**src/rtl/mux_tree_cfgchain_n_pkg.sv**
```systemverilog
// mux_tree_cfgchain_n_pkg: shared mode encodings and width helpers for the configurable mux cell
package mux_tree_cfgchain_n_pkg;

    localparam logic CFG_MODE_COMB = 1'b0;
    localparam logic CFG_MODE_REG  = 1'b1;

    function automatic int clog2(input int n);
        int r = 0;
        while ((1 << r) < n) r++;
        return r;
    endfunction

    // the mode bit sits directly above the select field
    function automatic int mode_pos(input int n);
        return clog2(n);
    endfunction

endpackage

```
**src/rtl/mux_tree_comb_n.sv**
```systemverilog
// mux_tree_comb_n: N-input 2:1 basis mux tree, out-of-range selects read tied-off zero leaves
module mux_tree_comb_n
    import mux_tree_cfgchain_n_pkg::*;
#(
    parameter int NUM_INPUTS = 8,
    localparam int SEL_W = clog2(NUM_INPUTS)
) (
    input  logic [SEL_W-1:0]      sel,
    input  logic [NUM_INPUTS-1:0] in,
    output logic                  out
);

    for (genvar l = 0; l <= SEL_W; l++) begin : g_lvl
        logic [(1<<l)-1:0] v;
        if (l == SEL_W) begin : g_leaf
            for (genvar i = 0; i < (1 << l); i++) begin : g_i
                if (i < NUM_INPUTS) begin : g_used
                    assign v[i] = in[i];
                end else begin : g_tie
                    assign v[i] = 1'b0;
                end
            end
        end else begin : g_node
            for (genvar i = 0; i < (1 << l); i++) begin : g_i
                assign v[i] = sel[SEL_W-1-l] ? g_lvl[l+1].v[2*i+1] : g_lvl[l+1].v[2*i];
            end
        end
    end

    assign out = g_lvl[0].v[0];

endmodule

```
**src/rtl/mux_tree_cfgchain_n.sv**
```systemverilog
// mux_tree_cfgchain_n: N-input mux with serial shadow config chain, atomic commit and comb/reg output mode
module mux_tree_cfgchain_n
    import mux_tree_cfgchain_n_pkg::*;
#(
    parameter int NUM_INPUTS = 8
) (
    input  logic                  clk,
    input  logic                  rst_n,
    input  logic                  cfg_en,
    input  logic                  ccff_head,
    output logic                  ccff_tail,
    input  logic                  cfg_commit,
    output logic                  cfg_done,
    input  logic [NUM_INPUTS-1:0] in,
    output logic                  out
);

    localparam int SEL_W    = clog2(NUM_INPUTS);
    localparam int MODE_BIT = mode_pos(NUM_INPUTS);
    localparam int CFG_W    = SEL_W + 1;
    localparam int CNT_W    = clog2(CFG_W + 1);
    localparam logic [CNT_W-1:0] CNT_MAX = CNT_W'(CFG_W);

    logic [CFG_W-1:0] shadow;
    logic [CFG_W-1:0] active;
    logic [CNT_W-1:0] shift_cnt;
    logic             out_q;
    logic             mux_c;

    mux_tree_comb_n #(.NUM_INPUTS(NUM_INPUTS)) u_tree (
        .sel (active[SEL_W-1:0]),
        .in  (in),
        .out (mux_c)
    );

    // chain shift, commit (wins over shift) and output register; reset overrides all
    always_ff @(posedge clk) begin
        if (!rst_n) begin
            shadow    <= '0;
            active    <= {CFG_MODE_COMB, {SEL_W{1'b0}}};
            shift_cnt <= '0;
            out_q     <= 1'b0;
        end else begin
            out_q <= mux_c;
            if (cfg_commit) begin
                active    <= shadow;
                shift_cnt <= '0;
            end else if (cfg_en) begin
                shadow    <= {shadow[CFG_W-2:0], ccff_head};
                shift_cnt <= (shift_cnt == CNT_MAX) ? shift_cnt : shift_cnt + 1'b1;
            end
        end
    end

    assign ccff_tail = shadow[CFG_W-1];
    assign cfg_done  = shift_cnt == CNT_MAX;
    assign out       = (active[MODE_BIT] == CFG_MODE_REG) ? out_q : mux_c;

endmodule

```
**config.mk**
```make
export PLATFORM = sky130hd
export DESIGN_NAME = mux_tree_cfgchain_n
export DESIGN_NICKNAME = d
export VERILOG_FILES = /design/src/rtl/mux_tree_cfgchain_n_pkg.sv /design/src/rtl/mux_tree_comb_n.sv /design/src/rtl/mux_tree_cfgchain_n.sv
export SDC_FILE = /design/constraint.sdc
export NUM_CORES = 1
export LEC_CHECK = 0
export ABC_AREA = 1
export ABC_CLOCK_PERIOD_IN_PS = 2350
export BUFFER_PORTS_ARGS = -buffer_cell sky130_fd_sc_hd__buf_2
export CORE_AREA = 5 5 51 53
export CTS_CLUSTER_SIZE = 14
export DETAILED_ROUTE_END_ITERATION = 7
export DIE_AREA = 0 0 56 58
export GPL_TIMING_DRIVEN = 0
export HOLD_SLACK_MARGIN = 0.08
export REMOVE_ABC_BUFFERS = 1
export SLEW_MARGIN = 0
export SYNTH_ARGS = -nofsm -noshare
export SYNTH_HDL_FRONTEND = slang
export SYNTH_SLANG_ARGS = --single-unit
```
**constraint.sdc**
```tcl
create_clock -name clk -period 2.35 [get_ports clk]
set_clock_uncertainty 0.05 [all_clocks]
set_input_delay 0 -clock clk [delete_from_list [all_inputs] [get_ports clk]]
set_output_delay 0 -clock clk [all_outputs]
set_load 0.02 [all_outputs]
```
; Word-level counts from Yosys, hierarchy flattened
; Cells that the tools add are included.
; W data, S select, Z words.
[totals]
ff_bits = 12
in_bits = 13
output_inout_bits = 3
elab_cells = 20
[op_classes]
add_sub_neg = 1
n_eq_ne = 1
mux = 8
bitwise_logic = 3
reduce_logical = 3
[ops]
columns = operator, count
row1 = $mux W1, 8
row2 = $reduce_and A2 Y1, 2
row3 = $add A3 B1 Y3 const B, 1
row4 = $eq A3 B3 Y1 const B, 1
row5 = $not A1 Y1, 3
row6 = $reduce_or A2 Y1, 1

; Logic depth before layout (Yosys ltp)
[depth]
ltp_word = 4
ltp_mapped = 7
depth_no_buf = 7

; Modules after synthesis
; A second synthesis with hierarchy kept.
[hier_totals]
hier_cells = 103
area_unflattened_um2 = 644.4
[by_module_without_submodules]
columns = mod, n_inst, cells_per_inst, area_each_um2, seq_area_each_um2
row1 = mux_tree_cfgchain_n, 1, 75, 534.3, 240.2
row2 = mux_tree_comb_n, 1, 28, 110.1, 0.0

; Least setup slack after synthesis
; OpenSTA, ideal clock, no wires.
[synth_timing]
kind = reg-to-reg
startpoint = register shift_cnt[0]
endpoint = register shift_cnt[2]
setup_ns = 0.118
arrival_ns = 0.967
t_required_ns = 2.182
path_slack_ns = 1.215
stages_incl_launch_ff = 8
path_buffers = 0
synth_period_minus_slack_ns = 1.135
cell_sequence = dfxtp_1 -> inv_1 -> ha_1 -> nand2_1 -> nand2_1 -> inv_2 -> nand3_1 -> nor3b_2
[synth_via]
elab_chain_len = 3
elab_cells_between_ends = 4
classes_between = add/sub: 1 / eq/ne: 1 / bitwise: 1 / reduce/logical: 1
[synth_rtl]
columns = element, line
row1 = "start, declared", mux_tree_cfgchain_n.sv:26  ; logic [CNT_W-1:0] shift_cnt;
row2 = "start signal, assigned", mux_tree_cfgchain_n.sv:50  ; shift_cnt <= (shift_cnt == CNT_MAX) ? shift_cnt : shift_cnt + 1'b1;
row3 = "parallel branches: the longest is 3 deep, another holds $add A3 B1 Y3", n/a
; Parallel ways; which one is timed is not known.
; A chain may end at the register's enable or synchronous reset.

; Worst setup path after layout
[layout_timing]
startpoint = input port cfg_commit
endpoint = register shadow[0]
[layout_via]
elab_chain_len = 2
[layout_rtl]
columns = element, line
row1 = "start, declared", mux_tree_cfgchain_n.sv:12  ; input logic cfg_commit,
row2 = $not A1 Y1 (no line), n/a
row3 = $reduce_and A2 Y1 (no line), n/a
row4 = "end signal, assigned", mux_tree_cfgchain_n.sv:49  ; shadow <= {shadow[CFG_W-2:0], ccff_head};
row5 = "end, declared", mux_tree_cfgchain_n.sv:24  ; logic [CFG_W-1:0] shadow;
; No other way between the ends.

==> metrics.md <==
| Metric | Value |
|---|---|
| Post-Route WL | `1080 um` |
| CTS tree | `done` |
| Antenna violations before repair | `0` |
| Pins Over Slew Limit | `0` |
| Clock share of power | `0.354` |
| Clk sink count | `12` |
| CP Capture Type | `flop` |
| Most used cell along the critical path | `dlygate4sd3_1` |
| Rows | `17` |
| VDD IR max | `around 0.00029 V` |
| Sw Share | `0.255` |
| IO Port Bufs | `15` |
| Inserted Clock Buffers | `3` |
| Worst Setup Path Type | `input port to flop` |
| Die Y | `58 um` |
| Vias in the first global route | `489` |
| Die area | `0.00325 mm^2` |
| Tcrit/Tclk final | `0.638` |
| Unrepaired setup endpoints after global routing | `no` |
| Root Driver | `clkbuf_4` |
| Non-Filler Instances | `136` |
| Crit-path max FO | `10` |
| Metal-1 WL | `491 um` |
| Max Cap Viol | `0` |
| Worst Slack Setup Final | `852 ps` |
| Slowest cell on crit path | `dlygate4sd3_1` |
| Top routing layer in use | `met3` |
| Initial Utilization | `0.281` |
| Synth warnings | `0` |
| Sequential power share | `0.485` |
| Critical Path, Cell by Cell | `dlygate4sd3_1 > buf_2 > inv_2 > nand2_2 > o21ai_1 > dlygate4sd3_1 > nor2_1` |
| Setup slack after placement | `1100 ps` |
| Antenna Cells | `0` |
| Layout cells sized above 1 | `0.287` |
| Leakage | `0.000394 uW` |
| Critical path's largest stage delay | `560 ps` |
| Final ANT Viol Nets | `0` |
| Final Hold Vio Count | `0` |
| Setup TNS | `0 ps` |
| Setup violations, final | `0` |
| Maximum clock path buffer count | `2` |
| Post-CTS resize count | `0` |
| Combinational power share | `0.161` |
| Routed vias | `547` |
| Post-synthesis register bit count | `12` |
| P_int | `343 uW` |
| Hold Slack | `slightly below 100 ps` |
| Largest net degree at the start of global routing | `11` |
| Total placed cells including tap cells | `approximately 130` |
| Clock edge transition at the registers on the reported setup and hold paths | `70 ps` |
| Power density cells | `588 mW/mm^2` |
| Total setup buffers inserted after CTS | `0` |
| Width of the die | `around 56 um` |
| CP arrival | `1620 ps` |
| Critical path's top delay family | `buffers and inverters` |
| Req. time, crit path | `2470 ps` |
| Status | `finished clean` |
| Mean Syn Cell Area | `6.96 um^2` |
| Wire length of the first global-routing pass | `1860 um` |
| Fmax | `0.667 GHz` |
| HPWL Detailed | `between 800 and 900 um` |
| I/O Pins | `16` |
| Residual overflow from global routing | `0` |
| DRT iter0 DRCs | `5` |
| Slew HR | `0.863` |
| Cell variety after synth | `15` |
| CP Buf/Inv Count | `4` |
| Area added between synthesis and finish | `32.3%` |
| Met3 wire length | `114 um` |
| Clock Latency Late Sink | `270 ps` |
| Fill count | `around 230` |
| Slew @ Worst Pin | `205 ps` |
| Clock period minus worst slack | `~1500 ps` |
| Synth Instances | `85` |
| Nets | `124` |
| Core footprint | `0.00211 mm^2` |
| Wire per inst | `7.96 um` |
| GP Congestion | `0.695` |
| Syn Std Cell Area | `slightly below 600 um^2` |
| Sw power | `117 uW` |
| 1st-pass router iterations | `2` |
| Metal2 WL | `between 400 and 500 um` |
| CP Launch Type | `input port` |
| CTS Hold Buffers Added | `5` |
| Total GRT Usage | `0.0705` |
| Hold WC Path Type | `input port to flop` |
| Sequential share of the synthesized area | `0.406` |
| Drt via density | `4.02` |
| H-tree depth | `1` |
| Detailed-route DRC error count | `0` |
-- state kept, by name (all words and copies together), names as in the netlist --
signal	cells
out_q	1
shift_cnt	3
active	4
shadow	4
-- per-stage QoR --
step	area (um^2)	total power, uW	utilization
floorplan	587	273	-
global placement	697	295	0.331
detailed placement	697	297	0.331
CTS	783	471	0.372
global route	783	494	0.372
finish	783	460	0.372
-- tightest hold or removal path: stages --
cell and delay (ps):
buf_2 70, inv_1 30, nand2_1 40, nand2_1 60, nand3_2 60, nand2_1 60
nor2_2 70
-- worst paths after layout --
| check | start | to | slack (ps) | cells after the start |
|---|---|---|---|---|
| worst max-delay path | cfg_commit | shadow[0] | 850 | 7 |
| worst max register to register | shift_cnt[0] | shift_cnt[2] | 1110 | 7 |
| worst min register to register | active[3] | active[3] | 420 | 2 |
| worst min-delay path | in[5] | out_q | 100 | 7 |
-- placed cells by master, fill, tap and decap left out --
master | Yosys | routed
nor2_1 | 11 | 11
ha_1 | 2 | 2
nand2_1 | 16 | 16
buf_2 | 1 | 15
clkbuf_8 | 0 | 1
nand3_2 | 3 | 3
nor3b_2 | 1 | 1
nor2_2 | 1 | 1
nand3_1 | 4 | 4
o21ai_1 | 8 | 8
inv_1 | 12 | 12
a211oi_1 | 1 | 1
nand2_2 | 1 | 1
inv_2 | 6 | 6
clkbuf_4 | 0 | 3
dfxtp_1 | 12 | 12
a21oi_1 | 6 | 6
dlygate4sd3_1 | 0 | 5
-- cell usage after synthesis --
library cell / n / share of area
nor3b_2: 1 / 0.021
inv_2: 6 / 0.038
nor2_1: 11 / 0.070
nand2_1: 16 / 0.10
nand3_1: 4 / 0.034
o21ai_1: 8 / 0.068
inv_1: 12 / 0.076
a21oi_1: 6 / 0.051
a211oi_1: 1 / 0.013
buf_2: 1 / 0.0084
dfxtp_1: 12 / 0.41
nor2_2: 1 / 0.011
nand3_2: 3 / 0.051
nand2_2: 1 / 0.011
ha_1: 2 / 0.042
-- kinds of logic (layout without fill, tap and decap cells) --
| family | after synthesis | in the layout | share of synthesized area |
|---|---|---|---|
| flip-flops | 12 | 12 | 0.406 |
| AND/OR/NAND/NOR | 37 | 37 | 0.298 |
| adder cells (fa/ha/maj) | 2 | 2 | 0.0423 |
| AO/OA/AOI/OAI | 15 | 15 | 0.131 |
| buffers and inverters | 19 | 42 | 0.123 |
-- power groups by stage --
stage / logic (uW) / registers (uW) / clock network (uW)
after global placement: 67.6 / 228 / 0
final: 74.1 / 223 / 163
after detailed placement: 68.6 / 228 / 0
after CTS: 75.5 / 223 / 172
after floorplan: 45.2 / 228 / 0
after global routing: 85.1 / 225 / 183
-- metal layers --
metal	up-vias	GRT usage
met5	-	0
met1	221	0.0733
met4	0	0.0102
li1	309	-
met2	17	0.119
met3	0	0.0512
-- area by class of cell --
cell class                 count  area [um^2]  share of cell area
clock buffer                   4         36.3              0.0463
inverter                      18         67.6              0.0863
multi-input combinational     54          279               0.356
sequential                    12          240               0.307
tap                           28         35.0              0.0447
timing repair buffer          20          125               0.160
Note: power is estimated with default switching activity, not from simulation.
